## config.mk

```make
export PLATFORM = sky130hd
export DESIGN_NAME = conv2_wm_ctrl_flat
export DESIGN_NICKNAME = d
export VERILOG_FILES = /design/src/rtl/conv2_wm_pkg.sv /design/src/rtl/conv2_wm_ctrl_if.sv /design/src/rtl/conv2_wm_rd_pipe.sv /design/src/rtl/conv2_wm_ctrl.sv /design/src/flat_wrapper.sv
export SDC_FILE = /design/constraint.sdc
export NUM_CORES = 1
export LEC_CHECK = 0
export CAP_MARGIN = 10
export CORE_MARGIN = 3
export CORE_UTILIZATION = 41
export DETAILED_ROUTE_END_ITERATION = 10
export DONT_BUFFER_PORTS = 1
export PLACE_DENSITY = 0.52
export SYNTH_ARGS = -nofsm -noshare
export SYNTH_HDL_FRONTEND = slang
export SYNTH_SLANG_ARGS = --single-unit
```

## constraint.sdc

```tcl
create_clock -name clk0 -period 2.87 [get_ports clk0]
set_clock_uncertainty 0.2 [all_clocks]
set_input_delay 0.7175 -clock clk0 [delete_from_list [all_inputs] [get_ports clk0]]
set_output_delay 0.7175 -clock clk0 [all_outputs]
set_load 0.005 [all_outputs]
```

## src/rtl/conv2_wm_pkg.sv

```systemverilog
// Shared constants and FSM encoding for the conv2 weight-memory controller.
package conv2_wm_pkg;

  localparam int DATA_WIDTH = 16;
  localparam int ADDR_WIDTH = 8;
  localparam int DEPTH      = 200;

  typedef enum logic [1:0] {
    IDLE,
    RD_ISSUE,
    RD_DRAIN
  } state_t;

endpackage

```

## src/rtl/conv2_wm_ctrl_if.sv

```systemverilog
// Client-side streams and macro port of the conv2 weight-memory controller.
interface conv2_wm_ctrl_if #(
  parameter int DW = conv2_wm_pkg::DATA_WIDTH,
  parameter int AW = conv2_wm_pkg::ADDR_WIDTH
);

  logic          wr_valid;
  logic          wr_ready;
  logic [AW-1:0] wr_addr;
  logic [DW-1:0] wr_data;
  logic          rd_start;
  logic [AW-1:0] rd_base;
  logic [AW-1:0] rd_len;
  logic          rd_busy;
  logic          rd_valid;
  logic [DW-1:0] rd_data;
  logic          rd_last;
  logic          err;
  logic          err_clr;
  logic          csb0;
  logic          web0;
  logic [AW-1:0] addr0;
  logic [DW-1:0] din0;
  logic [DW-1:0] dout0;

  // Controller side.
  modport slave (
    input  wr_valid, wr_addr, wr_data, rd_start, rd_base, rd_len, err_clr, dout0,
    output wr_ready, rd_busy, rd_valid, rd_data, rd_last, err, csb0, web0, addr0, din0
  );

  // Loader, compute engine and macro side.
  modport master (
    output wr_valid, wr_addr, wr_data, rd_start, rd_base, rd_len, err_clr, dout0,
    input  wr_ready, rd_busy, rd_valid, rd_data, rd_last, err, csb0, web0, addr0, din0
  );

endinterface

```

## src/rtl/conv2_wm_rd_pipe.sv

```systemverilog
// Realigns macro read data with the issue strobe: two-stage valid/last shift
// register followed by the rd_data capture flop.
module conv2_wm_rd_pipe #(
  parameter int DATA_WIDTH = conv2_wm_pkg::DATA_WIDTH
) (
  input  logic                  clk0,
  input  logic                  rst_n,
  input  logic                  issue,
  input  logic                  issue_last,
  input  logic [DATA_WIDTH-1:0] dout0,
  output logic                  rd_valid,
  output logic                  rd_last,
  output logic [DATA_WIDTH-1:0] rd_data
);

  logic [1:0] valid_sr;
  logic [1:0] last_sr;

  // NOTE: sequential state uses non-blocking assignments so every flop samples
  // pre-edge values regardless of process evaluation order.
  always_ff @(posedge clk0 or negedge rst_n) begin
    if (!rst_n) begin
      valid_sr <= '0;
      last_sr  <= '0;
      rd_valid <= 1'b0;
      rd_last  <= 1'b0;
      rd_data  <= '0;
    end else begin
      valid_sr <= {valid_sr[0], issue};
      last_sr  <= {last_sr[0], issue & issue_last};
      rd_valid <= valid_sr[1];
      rd_last  <= valid_sr[1] & last_sr[1];
      // Stage 1 coincides with the macro's output being settled.
      if (valid_sr[1]) rd_data <= dout0;
    end
  end

endmodule

```

## src/rtl/conv2_wm_ctrl.sv

```systemverilog
// Arbitrates the single-port conv2 weight macro between the loader write
// stream and compute read bursts; all macro commands are registered.
module conv2_wm_ctrl #(
  parameter int DATA_WIDTH = conv2_wm_pkg::DATA_WIDTH,
  parameter int ADDR_WIDTH = conv2_wm_pkg::ADDR_WIDTH,
  parameter int DEPTH      = conv2_wm_pkg::DEPTH
) (
  input  logic             clk0,
  input  logic             rst_n,
  conv2_wm_ctrl_if.slave   bus
);

  import conv2_wm_pkg::*;

  localparam logic [ADDR_WIDTH-1:0] DEPTH_A = ADDR_WIDTH'(DEPTH);
  localparam logic [ADDR_WIDTH-1:0] ONE_A   = ADDR_WIDTH'(1);

  function automatic logic [ADDR_WIDTH-1:0] wrap_inc(input logic [ADDR_WIDTH-1:0] a);
    return (a == DEPTH_A - ONE_A) ? '0 : a + ONE_A;
  endfunction

  state_t                  state_q, state_d;
  logic [ADDR_WIDTH-1:0]   ctr_q, ctr_d;
  logic [ADDR_WIDTH-1:0]   rem_q, rem_d;
  logic                    err_q, err_d, err_set;
  logic                    csb_q, csb_d, web_q, web_d;
  logic [ADDR_WIDTH-1:0]   addr_q, addr_d;
  logic [DATA_WIDTH-1:0]   din_q, din_d;
  logic                    issue, issue_last;
  logic                    rd_last;

  logic                    accept, wr_fire;
  logic [ADDR_WIDTH-1:0]   len_eff;

  // A legal read request always wins the port over a pending write.
  assign accept  = (state_q == IDLE) && bus.rd_start &&
                   (bus.rd_len != '0) && (bus.rd_base < DEPTH_A);
  assign len_eff = (bus.rd_len > DEPTH_A) ? DEPTH_A : bus.rd_len;

  assign bus.wr_ready = rst_n && (state_q == IDLE) && !accept;
  assign wr_fire      = bus.wr_valid && bus.wr_ready;

  always_ff @(posedge clk0 or negedge rst_n) begin
    if (!rst_n) state_q <= IDLE;
    else        state_q <= state_d;
  end

  always_comb begin
    state_d = state_q;
    unique case (state_q)
      IDLE:     if (accept)         state_d = RD_ISSUE;
      RD_ISSUE: if (rem_q <= ONE_A) state_d = RD_DRAIN;
      RD_DRAIN: if (rd_last)        state_d = IDLE;
      default:                      state_d = IDLE;
    endcase
  end

  // NOTE: every variable gets a default before the case so no path leaves it
  // unassigned, which would otherwise infer a latch.
  always_comb begin
    ctr_d      = ctr_q;
    rem_d      = rem_q;
    csb_d      = 1'b1;
    web_d      = 1'b1;
    addr_d     = addr_q;
    din_d      = din_q;
    issue      = 1'b0;
    issue_last = 1'b0;
    err_set    = 1'b0;
    unique case (state_q)
      IDLE: begin
        if (accept) begin
          issue      = 1'b1;
          issue_last = (len_eff == ONE_A);
          csb_d      = 1'b0;
          addr_d     = bus.rd_base;
          ctr_d      = wrap_inc(bus.rd_base);
          rem_d      = len_eff - ONE_A;
          err_set    = (bus.rd_len > DEPTH_A);
        end else if (bus.rd_start) begin
          err_set = 1'b1;
        end
        if (wr_fire) begin
          if (bus.wr_addr < DEPTH_A) begin
            csb_d  = 1'b0;
            web_d  = 1'b0;
            addr_d = bus.wr_addr;
            din_d  = bus.wr_data;
          end else begin
            err_set = 1'b1;
          end
        end
      end
      RD_ISSUE: begin
        if (rem_q != '0) begin
          issue      = 1'b1;
          issue_last = (rem_q == ONE_A);
          csb_d      = 1'b0;
          addr_d     = ctr_q;
          ctr_d      = wrap_inc(ctr_q);
          rem_d      = rem_q - ONE_A;
        end
      end
      default: ;
    endcase
    err_d = (err_q && !bus.err_clr) || err_set;
  end

  always_ff @(posedge clk0 or negedge rst_n) begin
    if (!rst_n) begin
      ctr_q  <= '0;
      rem_q  <= '0;
      err_q  <= 1'b0;
      csb_q  <= 1'b1;
      web_q  <= 1'b1;
      addr_q <= '0;
      din_q  <= '0;
    end else begin
      ctr_q  <= ctr_d;
      rem_q  <= rem_d;
      err_q  <= err_d;
      csb_q  <= csb_d;
      web_q  <= web_d;
      addr_q <= addr_d;
      din_q  <= din_d;
    end
  end

  assign bus.csb0    = csb_q;
  assign bus.web0    = web_q;
  assign bus.addr0   = addr_q;
  assign bus.din0    = din_q;
  assign bus.err     = err_q;
  assign bus.rd_busy = (state_q != IDLE);
  assign bus.rd_last = rd_last;

  conv2_wm_rd_pipe #(.DATA_WIDTH(DATA_WIDTH)) u_rd_pipe (
    .clk0       (clk0),
    .rst_n      (rst_n),
    .issue      (issue),
    .issue_last (issue_last),
    .dout0      (bus.dout0),
    .rd_valid   (bus.rd_valid),
    .rd_last    (rd_last),
    .rd_data    (bus.rd_data)
  );

endmodule

```

## src/flat_wrapper.sv

```systemverilog
// flat-port wrapper written by rule: the top's interface ports become plain ports
module conv2_wm_ctrl_flat import conv2_wm_pkg::*;
#(
  parameter int DATA_WIDTH = conv2_wm_pkg::DATA_WIDTH,
  parameter int ADDR_WIDTH = conv2_wm_pkg::ADDR_WIDTH,
  parameter int DEPTH      = conv2_wm_pkg::DEPTH
)
  (clk0, rst_n, bus_wr_valid, bus_wr_addr, bus_wr_data, bus_rd_start, bus_rd_base, bus_rd_len, bus_err_clr, bus_dout0, bus_wr_ready, bus_rd_busy, bus_rd_valid, bus_rd_data, bus_rd_last, bus_err, bus_csb0, bus_web0, bus_addr0, bus_din0);
  conv2_wm_ctrl_if bus_i ();
  input  logic clk0;
  input  logic rst_n;
  input wire logic [$bits(bus_i.wr_valid)-1:0] bus_wr_valid;
  input wire logic [$bits(bus_i.wr_addr)-1:0] bus_wr_addr;
  input wire logic [$bits(bus_i.wr_data)-1:0] bus_wr_data;
  input wire logic [$bits(bus_i.rd_start)-1:0] bus_rd_start;
  input wire logic [$bits(bus_i.rd_base)-1:0] bus_rd_base;
  input wire logic [$bits(bus_i.rd_len)-1:0] bus_rd_len;
  input wire logic [$bits(bus_i.err_clr)-1:0] bus_err_clr;
  input wire logic [$bits(bus_i.dout0)-1:0] bus_dout0;
  output wire logic [$bits(bus_i.wr_ready)-1:0] bus_wr_ready;
  output wire logic [$bits(bus_i.rd_busy)-1:0] bus_rd_busy;
  output wire logic [$bits(bus_i.rd_valid)-1:0] bus_rd_valid;
  output wire logic [$bits(bus_i.rd_data)-1:0] bus_rd_data;
  output wire logic [$bits(bus_i.rd_last)-1:0] bus_rd_last;
  output wire logic [$bits(bus_i.err)-1:0] bus_err;
  output wire logic [$bits(bus_i.csb0)-1:0] bus_csb0;
  output wire logic [$bits(bus_i.web0)-1:0] bus_web0;
  output wire logic [$bits(bus_i.addr0)-1:0] bus_addr0;
  output wire logic [$bits(bus_i.din0)-1:0] bus_din0;
  assign bus_i.wr_valid = bus_wr_valid;
  assign bus_i.wr_addr = bus_wr_addr;
  assign bus_i.wr_data = bus_wr_data;
  assign bus_i.rd_start = bus_rd_start;
  assign bus_i.rd_base = bus_rd_base;
  assign bus_i.rd_len = bus_rd_len;
  assign bus_i.err_clr = bus_err_clr;
  assign bus_i.dout0 = bus_dout0;
  assign bus_wr_ready = bus_i.wr_ready;
  assign bus_rd_busy = bus_i.rd_busy;
  assign bus_rd_valid = bus_i.rd_valid;
  assign bus_rd_data = bus_i.rd_data;
  assign bus_rd_last = bus_i.rd_last;
  assign bus_err = bus_i.err;
  assign bus_csb0 = bus_i.csb0;
  assign bus_web0 = bus_i.web0;
  assign bus_addr0 = bus_i.addr0;
  assign bus_din0 = bus_i.din0;
  conv2_wm_ctrl #(.DATA_WIDTH(DATA_WIDTH), .ADDR_WIDTH(ADDR_WIDTH), .DEPTH(DEPTH)) u_core (.clk0(clk0), .rst_n(rst_n), .bus(bus_i));
endmodule
```

---- Word level (Yosys, flattened, before mapping) ----
Index checks and enable logic that the tools add are counted.
word-level totals
  output and inout port bits .............. 47
  register bits ........................... 67
operators by class
  order comparisons ....................... 4
  reduce and logical (&&, ||, !) cells .... 19
  bitwise logic cells ..................... 2
  equality and inequality tests ........... 10
  add/sub/neg operators ................... 4
  multiplexer cells ....................... 37
operator list
  operator                                                        number
  two-way mux 8 bit                                               11
  one-hot mux 8 bit (2 select lines)                              3
  adder 8 x 1 -> 8 bit, second input constant                     2
  == test 8 x 1 -> 1 bit, second input constant                   2
  == test 8 bit, second input constant                            2
  less-than comparator 8 bit, second input constant               2
  two-way mux 1 bit                                               16
  nonzero test 8 bit                                              2
  subtractor 8 x 1 -> 8 bit, second input constant                2
  AND reduction 3 bit                                             3
  > comparator 8 bit, second input constant                       1
  less-or-equal comparator 8 x 1 -> 1 bit, second input constant  1
  logical AND 1 bit                                               7
  two-way mux 2 bit                                               3
  inequality test 2 x 1 -> 1 bit, second input constant           3
  one-hot mux 1 bit (2 select lines)                              3
  one-hot mux 2 bit (3 select lines)                              1
  nonzero test 2 bit                                              2
  AND 1 bit                                                       2
  == test 2 x 1 -> 1 bit, second input constant                   1
  == test 2 bit, second input constant                            1
  logical NOT 1 bit                                               2
  logical NOT 2 bit                                               1
  inequality test 2 bit, second input constant                    1
  2 further kinds                                                 2

---- Depth between registers and ports, before layout ----
Gate-level depths: netlist (run 1).
  word-level depth ........................ 10
  gate-level depth with buffers ........... 9
  mapped depth without buffers ............ 8

---- Hierarchy ----
Synthesis (run 1) repeated with hierarchy kept, for this count alone.
unflattened totals
  cells, all modules ...................... 383
  area total of the unflattened synthesis .. 3684.8 µm²
by module, submodules not included
  module            area an instance (µm²)  cells each  instances
  conv2_wm_ctrl     2875.3                  341         1
  conv2_wm_rd_pipe  809.5                   42          1

---- Least setup slack after synthesis (run 1) ----
OpenSTA, ideal clock, no wires.
  kind .................................... input-to-reg
  start ................................... input port bus_rd_len[4]
  end ..................................... register u_core.addr_q[5] (netlist: u_core.bus.addr0[5])
  setup slack ............................. 0.045 ns
  stages on the path ...................... 8
  arrival ................................. 2.514 ns
  library setup time ...................... 0.111 ns
  path through ............................ buf_6 or4_1 buf_2 o211a_4 nor3_4 buf_6 a21oi_2 a222oi_1
between the ends
  cells in the longest elaborated chain, start to end .. 8
  elaborated cells on any way between the ends .. 10
  classes of those cells .................. mux (4); reduce/logical (6)
ends and longest elaborated chain
  element                                 RTL line              RTL
  from (decl)                             flat_wrapper.sv:17    input wire logic [$bits(bus_i.rd_len)-1:0] bus_rd_len;
  nonzero test 8 bit (*)                  conv2_wm_ctrl.sv:37   (bus.rd_len != '0) && (bus.rd_base < DEPTH_A);
  logical AND 1 bit (*)                   conv2_wm_ctrl.sv:36   assign accept = (state_q == IDLE) && bus.rd_start &&
  logical AND 1 bit (*)                   conv2_wm_ctrl.sv:37
  logical NOT 1 bit                       conv2_wm_ctrl.sv:40   assign bus.wr_ready = rst_n && (state_q == IDLE) && !accept;
  logical AND 1 bit                       conv2_wm_ctrl.sv:40
  logical AND 1 bit                       conv2_wm_ctrl.sv:41   assign wr_fire = bus.wr_valid && bus.wr_ready;
  two-way mux 8 bit (*)                   conv2_wm_ctrl.sv:83   if (wr_fire) begin
  one-hot mux 8 bit (2 select lines) (*)  conv2_wm_ctrl.sv:70   unique case (state_q)
  to (signal assigned)                    conv2_wm_ctrl.sv:124  addr_q <= addr_d;
  to (decl)                               conv2_wm_ctrl.sv:27   logic [ADDR_WIDTH-1:0] addr_q, addr_d;
Mark *: on every way between the ends. The rest lies on a longest branch, timed or not.
A chain may end at the register's enable or synchronous reset.

---- Worst setup path in the final report (run 1) ----
  start ................................... input port bus_rd_len[1]
  end ..................................... output port bus_wr_ready
between the ends
  cells in the longest elaborated chain, start to end .. 5
ends and longest elaborated chain
  element             RTL line             RTL
  nonzero test 8 bit  conv2_wm_ctrl.sv:37
  logical AND 1 bit   conv2_wm_ctrl.sv:36
  logical AND 1 bit   conv2_wm_ctrl.sv:37
  logical NOT 1 bit   conv2_wm_ctrl.sv:40
  logical AND 1 bit   conv2_wm_ctrl.sv:40
  to (decl)           flat_wrapper.sv:20   output wire logic [$bits(bus_i.wr_ready)-1:0] bus_wr_ready;
No other way between the ends.

==> impl_metrics.csv, run 1 <==
group,metric,value,unit
logic_synthesis,yosysMostFrequentCell,"nand2_1",
cts,cts_root_buffer,"clkbuf_8",
logic_synthesis,ys.flop_type,"dfrtp_1",
drt,final_antenna_net_count,0,
layout,regArea,0.00168,mm²
cts,path_clk_slew,80,ps
global_routing,overflow,0,
timing,rsz0062_at_grt,"no",
setup_path,worstReg2RegStart,"u_core.rem_q[0]",
timing,max_freq,0.361,GHz
power_and_ir_drop,seqPwrFrac,48.6,%
layout,num_antenna_cells,0,
global_routing,grt_pass1_wl,15500,µm
placement,placedCellCount,484,
drt,wl_per_cell,18.9,µm
logic_synthesis,synth_edf_count,0,
run_status,run_status,"finished, final reports clean",
power_and_ir_drop,switching_share,37.8,%
timing,relSlewSlack,42.4,%
setup_path,critPathArrivalTime,1850,ps
cts,clk-insertion-delay-late,350,ps
logic_synthesis,yosysTopAreaCellShare,45.6,%
job,cap_violations,0,
die,core_area,0.00834,mm²
power_and_ir_drop,ir_drop,309,µV
setup_path,path_buf_inv,0,
die,num_io_pins,108,
cts,clock_sinks,67,
placement,portBuffers,0,
logic_synthesis,synth_seq_area_share,47.1,%
placement,dp_hpwl,6890,µm
setup_path,cp_cell_sequence,"or4_1 -> o211a_4 -> nor2b_1",
power_and_ir_drop,p_int,2.23,mW
cts,numCtsBuffers,9,
layout,syn2layout_area_growth,12.0,%
setup_path,path_delay_family,"simple AND/OR/NAND/NOR gates",
die,die_area,0.00986,mm²
power_and_ir_drop,power_density,899,mW/mm²
layout,final_layout_size_suffix_gt1_share,15.9,%
setup_path,endpoint_kind,"output pin",
layout,multi_input_area,0.00175,mm²
power_and_ir_drop,power.total,3.59,mW
drt,vias,2937,
drt,routed_wl,9510,µm
logic_synthesis,ys_async_sr_fraction,100,%
drt,dr.pass1.iters,5,
logic_synthesis,synth-seq-cells,67,
timing,fin_crit_sh,96.4,%
drt,drt-initial-drc-count,247,
logic_synthesis,synth_nets,445,
timing,finalSetupTns,0,ps
timing,worst-slew-pin-transition,857,ps
timing,setup_viol,0,
setup_path,path_max_fanout,4,
drt,drcViolationCount,0,
timing,finalHoldViolCount,0,
setup_path,cp-startpoint,"bus_rd_len[1]",
global_routing,grt_max_degree,66,
setup_path,critPathMaxStageDelay,610,ps
placement,gp_congestion,0.816,
global_routing,track_usage,19.9,%
power_and_ir_drop,comb_power_share,28.8,%
setup_path,worstSetupStartpointType,"primary input",
die,die_height,99.3,µm
logic_synthesis,syn_avg_cell_area,9.44,µm²
cts,cts_max_level,3,
timing,final_period_minus_worst_setup_slack,2770,ps
cts,cts_setup_buffers,0,
cts,cts_tree,"built",
cts,clockBufferDepth,2,
timing,whs,41.3,ps
layout,fill_cells,814,
logic_synthesis,yosysWarnings,0,
global_routing,antenna_found_initial,0,
timing,slew_violations,0,
global_routing,grt_pass1_vias,2835,
die,initial_core_util,42.8,%
drt,avgViaCountPerCell,5.85,
logic_synthesis,syn_area,0.00357,mm²
power_and_ir_drop,total_leakage_power,1.79,nW
logic_synthesis,synth_common_cells,"nand2_1 (78), dfrtp_1 (65), a21oi_1 (18), o21ai_0 (18)",
die,core.rowCount,33,
setup_path,critical-path-slowest-cell,"or4_1",
logic_synthesis,synth_area_leader_cell,"dfrtp_1",
logic_synthesis,synth_cells,378,
min_path,hp-class,"primary input to asynchronous set/reset pin",
power_and_ir_drop,p_sw,1.36,mW
logic_synthesis,yosysUniqueCellTypes,55,
setup_path,path_class,"primary input to output pin",
logic_synthesis,yosys-top-cells-area,"dfrtp_1 (46%), nand2_1 (8.2%), mux2_2 (5.1%)",
die,die_w,99.3,µm
power_and_ir_drop,clkPwrFrac,22.6,%
layout,layout.nets,459,
setup_path,cp.required,1950,ps
layout,fin_cells,502,
==> kinds of logic after synthesis <==
| logic type | synth area share, % |
|---|---|
| AOI/OAI and AO/OA | 19.7 |
| DFF | 47.1 |
| muxes | 5.05 |
| buffers and inverters | 3.96 |
| adders and majority gates | 2.10 |
| and+or+nand+nor | 20.1 |
| xor gates and xnor gates | 1.96 |
==> worst paths after layout <==
kind	end	depth (start not counted)	slack (ps)
min in group clk0	u_core.u_rd_pipe.last_sr[1]	0	150
max	bus_wr_ready	3	100
min	u_core.u_rd_pipe.rd_data[0]	1	40
max reg2reg	u_core.ctr_q[5]	9	390
max in group asynchronous	u_core.bus.web0	1	1790
min reg2reg	u_core.u_rd_pipe.last_sr[1]	0	150
==> power groups by stage <==
stage | clock network, mW | registers, mW | logic [mW]
floorplan | 0 | 1.60 | 0.862
global placement | 0 | 1.76 | 0.992
detailed placement | 0 | 1.77 | 1.01
CTS | 0.833 | 1.75 | 1.04
global route | 0.879 | 1.81 | 1.21
finish | 0.814 | 1.75 | 1.03
==> layout make-up <==
type / instances / area share [%]
multi-input cells: 279 / 43.7
flip-flops and latches: 67 / 42.0
repair buffers: 22 / 4.70
well taps: 105 / 3.29
clock buffers: 9 / 3.10
clock inverters: 7 / 1.91
inverters: 13 / 1.22
==> metrics by stage <==
step	util (%)	instance area (µm²)	setup WS, ps
after detailed placement	45.0	3760	2.34
after global routing	47.9	3990	73.0
after floorplan	-	3570	45.2
final	47.9	3990	103
after CTS	47.9	3990	107
after global placement	45.0	3760	33.1
==> routing by layer <==
layer	wire [µm]	vias up	GRT usage, %	share of wire, %
li1	-	1412	-	-
met1	4280	1410	27.6	45
met2	4420	109	31.1	46
met3	734	6	5.82	7.7
met4	81	0	4.41	0.85
met5	0	-	0	0
==> worst reg2reg max path, cell delays in order (launching register included) <==
cell and delay [ps]:
dfrtp_1 380, inv_1 80, ha_1 250, nor4b_1 160
buf_4 160, nand2_1 130, a21oi_4 70, inv_1 480
o21ai_0 210, a32o_1 240
==> sequential cells by signal, indices dropped and copies added (netlist names) <==
signal                     count
u_core.u_rd_pipe.valid_sr      2
u_core.bus.din0               16
u_core.bus.web0                1
u_core.state_q                 2
u_core.u_rd_pipe.rd_last       1
u_core.rem_q                   8
u_core.u_rd_pipe.rd_valid      1
u_core.bus.csb0                1
u_core.u_rd_pipe.rd_data      16
u_core.ctr_q                   8
u_core.bus.err                 1
u_core.u_rd_pipe.last_sr       2
u_core.bus.addr0               8
==> cells in the final DEF, fill, tap and decap left out, types with 4 or more instances in the layout <==
master and count:
a221o_1 7, nor3_1 7, dfrtp_1 65, inv_1 12
and3_1 6, o311ai_0 4, a21oi_1 18, ha_1 6
or3_1 5, o21ai_0 18, clkbuf_8 9, nand3_1 16
xor2_1 4, buf_4 20, nand2_1 78, mux2_2 16
nor2_1 16, a222oi_1 6, o22ai_1 10, a22o_1 4
xnor2_1 4
==> repair_timing <==
| item | 4_1_cts | 5_1_grt |
|---|---|---|
| hold endpoints to repair | 65 | 0 |
| gates resized for setup | 0 | 0 |
| hold buffers | 2 | 0 |
| endpoints found under the setup margin | 0 | 0 |
No activity file was read; power rests on OpenSTA's default activity.
==> inputs of run 2 (changes only) <==
--- a/config.mk
+++ b/config.mk
@@ -10,7 +10,7 @@
 export CORE_UTILIZATION = 41
 export DETAILED_ROUTE_END_ITERATION = 10
 export DONT_BUFFER_PORTS = 1
-export PLACE_DENSITY = 0.52
+export PLACE_DENSITY = 0.56
 export SYNTH_ARGS = -nofsm -noshare
 export SYNTH_HDL_FRONTEND = slang
 export SYNTH_SLANG_ARGS = --single-unit
==> run 2 against run 1 <==
Against the previous run: count of clock-buffer cells in the layout unchanged; hold slack got worse by 8.7 ps; global-route usage decreased by 0.42 points; critical path type unchanged.
==> impl_metrics.csv, run 2 (synthesized netlist as in run 1, its figures left out) <==
group,metric,value,unit
run_status,run_status,"finished, final reports clean",
cts,clock_sinks,67,
power_and_ir_drop,ir_drop,304,µV
timing,final_period_minus_worst_setup_slack,2740,ps
drt,vias,3007,
die,initial_core_util,42.8,%
setup_path,path_class,"primary input to output pin",
timing,setup_viol,0,
drt,routed_wl,9370,µm
cts,clockBufferDepth,2,
timing,fin_crit_sh,95.4,%
layout,syn2layout_area_growth,11.9,%
power_and_ir_drop,total_leakage_power,1.78,nW
layout,final_common_cell,"nand2_1",
global_routing,grt_pass1_wl,15500,µm
global_routing,antenna_found_initial,0,
placement,gp_congestion,0.789,
setup_path,endpoint_kind,"output pin",
placement,dp_hpwl,6650,µm
layout,fin_cells,503,
layout,stdcell_area,0.00399,mm²
setup_path,path_max_fanout,9,
drt,drt-initial-drc-count,177,
global_routing,track_usage,19.5,%
die,num_io_pins,108,
setup_path,path_delay_family,"simple AND/OR/NAND/NOR gates",
cts,cts_max_level,3,
timing,slew_violations,0,
cts,cts-resized-gates,0,
setup_path,path_buf_inv,0,
timing,max_freq,0.365,GHz
timing,worst-slew-pin-transition,812,ps
cts,clk-insertion-delay-late,340,ps
global_routing,grt_pass1_vias,2946,
timing,relSlewSlack,45.4,%
timing,rsz0062_at_grt,"no",
drt,dr.pass1.iters,5,
cts,cts_root_buffer,"clkbuf_8",
die,core.rowCount,33,
drt,wl_per_cell,18.6,µm
timing,finalSetupTns,0,ps
placement,portBuffers,0,
setup_path,cp_cell_sequence,"or4_1 -> o211a_4 -> nor2b_1",
cts,cts_tree,"built",
global_routing,overflow,0,
cts,numCtsBuffers,9,
setup_path,critical-path-slowest-cell,"or4_1",
layout,final_cell_mix,"nand2_1 (78), dfrtp_1 (65), buf_4 (19)",
drt,drcViolationCount,0,
layout,final_layout_size_suffix_gt1_share,15.8,%
setup_path,critPathArrivalTime,1820,ps
die,die_height,99.3,µm
drt,final_antenna_net_count,0,
die,die_area,0.00986,mm²
power_and_ir_drop,power_density,878,mW/mm²
layout,num_antenna_cells,0,
global_routing,grt_max_degree,66,
timing,finalHoldViolCount,0,
cts,path_clk_slew,80,ps
setup_path,cp.required,1950,ps
setup_path,worstSetupStartpointType,"primary input",
drt,avgViaCountPerCell,5.98,
job,cap_violations,0,
layout,utilization,47.9,%
placement,place_area,0.00377,mm²
setup_path,critPathMaxStageDelay,610,ps
die,core_area,0.00834,mm²
cts,cts.hold.buffers_added,2,
die,die_w,99.3,µm
placement,placedCellCount,484,
min_path,hp-class,"primary input to asynchronous set/reset pin",
layout,layout.nets,460,
cts,cts_setup_buffers,0,
-- run 2: cell count changes in the layout (fill, tap and decap cells not counted) --
cell | before | now
buf_12 | 0 | 1
buf_4 | 20 | 19
bufinv_16 | 1 | 0
clkinv_2 | 1 | 2
dlygate4sd3_1 | 1 | 2
-- run 2: worst reg2reg max path, stage by stage (launching register included) --
cell,delay [ps]
dfrtp_1,380
inv_1,80
ha_1,260
nor4b_1,170
buf_4,160
nand2_1,130
a21oi_4,70
inv_1,520
o21ai_0,200
a22o_1,270
-- run 2: final cells by class --
| type | count | area [µm²] |
|---|---|---|
| multi-input cells | 279 | 1750 |
| repair buffers | 23 | 210 |
| clock buffers | 9 | 124 |
| well taps | 105 | 131 |
| inverters | 13 | 48.8 |
| fillers | 788 | 4350 |
| clock inverters | 7 | 51.3 |
| flip-flops and latches | 67 | 1680 |
-- run 2: path summary, 6_finish.rpt --
path                                                   from                     endpoint  slack [ps]  cells after the start
worst max-delay path                          bus_rd_len[4]                 bus_wr_ready         130                      3
worst min-delay path                                  rst_n  u_core.u_rd_pipe.last_sr[0]          30                      1
worst max register to register              u_core.rem_q[0]              u_core.ctr_q[3]         340                      9
worst min register to register  u_core.u_rd_pipe.last_sr[0]  u_core.u_rd_pipe.last_sr[1]         150                      0
max in group asynchronous                             rst_n              u_core.bus.csb0        1820                      1
min in group clk0               u_core.u_rd_pipe.last_sr[0]  u_core.u_rd_pipe.last_sr[1]         150                      0
-- run 2: metal layers --
| metal | global-route usage (%) | wire length (µm) | share of wire [%] |
|---|---|---|---|
| met1 | 26.7 | 4220 | 45 |
| met3 | 4.63 | 710 | 7.6 |
| met5 | 0 | 0 | 0 |
| met2 | 30.6 | 4340 | 46 |
| met4 | 6.30 | 104 | 1.1 |
-- run 2: power breakdown --
| group | internal [mW] | leakage, nW | switching, mW |
|---|---|---|---|
| combinational | 0.520 | 0.895 | 0.522 |
| clock | 0.318 | 0.0860 | 0.403 |
| sequential | 1.32 | 0.801 | 0.426 |
| total | 2.15 | 1.78 | 1.35 |
-- run 2: metrics by stage --
| stage | setup slack (ps) | power [mW] | hold WS, ps |
|---|---|---|---|
| floorplan | 45.2 | 2.46 | 131 |
| global placement | 52.9 | 2.75 | 132 |
| detailed placement | 39.5 | 2.78 | 135 |
| CTS | 128 | 3.53 | 0.264 |
| global route | 90.4 | 3.80 | 53.4 |
| finish | 133 | 3.50 | 32.6 |
==> inputs of run 3 (changes only) <==
--- a/config.mk
+++ b/config.mk
@@ -5,6 +5,7 @@
 export SDC_FILE = /design/constraint.sdc
 export NUM_CORES = 1
 export LEC_CHECK = 0
+export ABC_AREA = 1
 export CAP_MARGIN = 10
 export CORE_MARGIN = 3
 export CORE_UTILIZATION = 41
==> run 3 against run 2 <==
Against the previous run: clock power is 21% higher; core utilization fell by 0.56 points; flip-flop and latch count stayed put; routed wire length is 9.8% lower; critical path type unchanged; largest cell class unchanged.
==> impl_metrics.csv, run 3 <==
group,metric,value,unit
setup_path,critPathMaxStageDelay,210,ps
logic_synthesis,syn_avg_cell_area,8.19,µm²
setup_path,cpMostUsedCell,"nor2_4",
layout,layout.nets,516,
setup_path,ff2ff_setup_slack,720,ps
logic_synthesis,synth_common_cells,"nand2_1 (164), dfrtp_1 (65), inv_1 (31), nor2_1 (26), nand3_1 (18)",
power_and_ir_drop,total_leakage_power,1.94,nW
setup_path,path_depth,5,
timing,rsz0062_at_grt,"no",
timing,final_period_minus_worst_setup_slack,2410,ps
timing,fin_crit_sh,83.8,%
setup_path,worstReg2RegStart,"u_core.rem_q[1]",
global_routing,track_usage,17.3,%
placement,gp_congestion,0.848,
timing,worst-slew-pin-transition,640,ps
logic_synthesis,synth_edf_count,0,
drt,final_antenna_net_count,0,
logic_synthesis,ys_async_sr_fraction,100,%
setup_path,worstSetupStartpointType,"primary input",
power_and_ir_drop,power.total,1.91,mW
drt,drcViolationCount,0,
die,num_io_pins,108,
placement,portBuffers,0,
logic_synthesis,yosysUniqueCellTypes,37,
cts,numCtsBuffers,9,
setup_path,cp_cell_sequence,"nor2_2 -> nand2_2 -> nor2_4 -> nor2_8 -> nor2_4",
setup_path,cp.required,1950,ps
setup_path,reg2reg_depth,9,
setup_path,path_buf_inv,0,
logic_synthesis,yosysTopAreaCellShare,44.5,%
cts,cts_tree,"built",
drt,dr.pass1.iters,5,
timing,slew_violations,0,
layout,final_cell_mix,"nand2_1 (164), dfrtp_1 (65), inv_1 (31)",
drt,drt-initial-drc-count,192,
drt,routed_wl,8450,µm
drt,vias,2886,
setup_path,cp-startpoint,"bus_rd_len[6]",
global_routing,antenna_found_initial,0,
logic_synthesis,synth_area_leader_cell,"dfrtp_1",
setup_path,crit_end,"bus_wr_ready",
min_path,hp-class,"primary input to asynchronous set/reset pin",
timing,relSlewSlack,57.4,%
timing,finalSetupTns,0,ps
setup_path,path_delay_family,"simple AND/OR/NAND/NOR gates",
timing,setup_viol,0,
global_routing,grt_pass1_wl,13800,µm
logic_synthesis,ys.flop_type,"dfrtp_1",
die,die_area,0.0101,mm²
cts,cts_max_level,3,
die,die_height,100,µm
layout,num_antenna_cells,0,
timing,max_freq,0.416,GHz
global_routing,overflow,0,
setup_path,endpoint_kind,"output pin",
timing,finalHoldViolCount,0,
cts,clockBufferDepth,2,
cts,path_clk_slew,70,ps
cts,cts-resized-gates,0,
placement,dp_hpwl,6220,µm
setup_path,critPathArrivalTime,1490,ps
logic_synthesis,synth-seq-cells,67,
job,cap_violations,0,
logic_synthesis,synth_seq_area_share,45.9,%
drt,avgViaCountPerCell,5.16,
logic_synthesis,synth_nets,513,
die,initial_core_util,43.4,%
die,core.rowCount,33,
setup_path,path_max_fanout,10,
cts,clk-insertion-delay-late,340,ps
logic_synthesis,syn_area,0.00365,mm²
layout,final_layout_size_suffix_gt1_share,14.1,%
setup_path,r2r_end,"u_core.bus.addr0[5]",
setup_path,critical-path-slowest-cell,"nor2_4",
run_status,run_status,"finished, final reports clean",
logic_synthesis,synth_cells,446,
layout,syn2layout_area_growth,9.00,%
logic_synthesis,yosysWarnings,0,
die,die_w,100,µm
cts,cts_root_buffer,"clkbuf_8",
global_routing,grt_max_degree,66,
layout,utilization,47.3,%
logic_synthesis,yosys-top-cells-area,"dfrtp_1 (45%), nand2_1 (17%), mux2_2 (4.9%)",
power_and_ir_drop,ir_drop,210,µV
global_routing,grt_pass1_vias,2703,
setup_path,path_class,"primary input to output pin",
logic_synthesis,yosysMostFrequentCell,"nand2_1",
layout,final_common_cell,"nand2_1",
power_and_ir_drop,power_density,480,mW/mm²
die,core_area,0.00842,mm²
cts,clock_sinks,67,
drt,wl_per_cell,15.1,µm
## run 3: cell types whose count changed in the layout (fill, tap and decap cells not counted), sizes merged, moves of 6 or more
| cell | delta |
|---|---|
| a221o | -7 |
| a222oi | -6 |
| and3 | -6 |
| buf | -16 |
| inv | +23 |
| nand2 | +90 |
| nand4 | +7 |
| nor2 | +21 |
| o22ai | -7 |
## run 3: cells by family (layout without fill, tap and decap cells)
group | Yosys count | count (layout) | synth area share [%]
mux | 16 | 16 | 4.93
simple gates | 241 | 241 | 29.2
flops | 67 | 67 | 45.9
fa+ha+maj | 6 | 6 | 2.05
compound gates | 55 | 55 | 9.00
xor+xnor | 10 | 10 | 2.40
buf+inv | 51 | 59 | 6.44
## run 3: final cells by class
type	instances	area, µm²
tap	105	131
timing repair buffer	6	67.6
sequential	67	1680
multi-input combinational	328	1740
clock buffer	9	124
fill	847	4440
inverter	37	141
clock inverter	7	100
## run 3: worst min-delay path by stage
| stage | start | end | slack (ps) | depth (start not counted) |
|---|---|---|---|---|
| 4_1_cts | rst_n | u_core.bus.addr0[2] | 50 | 1 |
| 3_3_place_gp | u_core.u_rd_pipe.valid_sr[0] | u_core.u_rd_pipe.valid_sr[1] | 130 | 0 |
| 3_5_place_dp | u_core.u_rd_pipe.last_sr[0] | u_core.u_rd_pipe.last_sr[1] | 140 | 0 |
| 6_report | rst_n | u_core.bus.addr0[6] | 40 | 1 |
| 5_1_grt | rst_n | u_core.bus.addr0[1] | 60 | 1 |
| 2_1_floorplan | u_core.u_rd_pipe.last_sr[0] | u_core.u_rd_pipe.last_sr[1] | 130 | 0 |
## run 3: where the power goes
group	internal [mW]	switching, mW
Clock	0.495	0.379
Combinational	0.0281	0.0451
Sequential	0.955	0.00805
## run 3: what timing repair did
action	in CTS	in global routing
buffers inserted	0	0
hold buffers	2	0
setup endpoints to repair	0	0
endpoints found under the hold margin	65	0
## run 3: metrics by stage
stage	setup WS (ps)	hold WS (ps)	std cells	area, µm²
after detailed placement	357	140	541	3720
final	465	36.1	559	3980
after global routing	359	55.9	559	3980
after CTS	458	51.1	559	3980
after floorplan	580	131	446	3650
after global placement	316	132	541	3720
## run 3: per-layer routing
metal	wire length (µm)	part of all wire, %	vias to the layer above	track usage, %
li1	-	-	1454	-
met1	4010	47	1344	24.5
met2	3770	45	83	25.2
met3	602	7.1	5	5.07
met4	76	0.90	0	5.91
met5	0	0	-	0
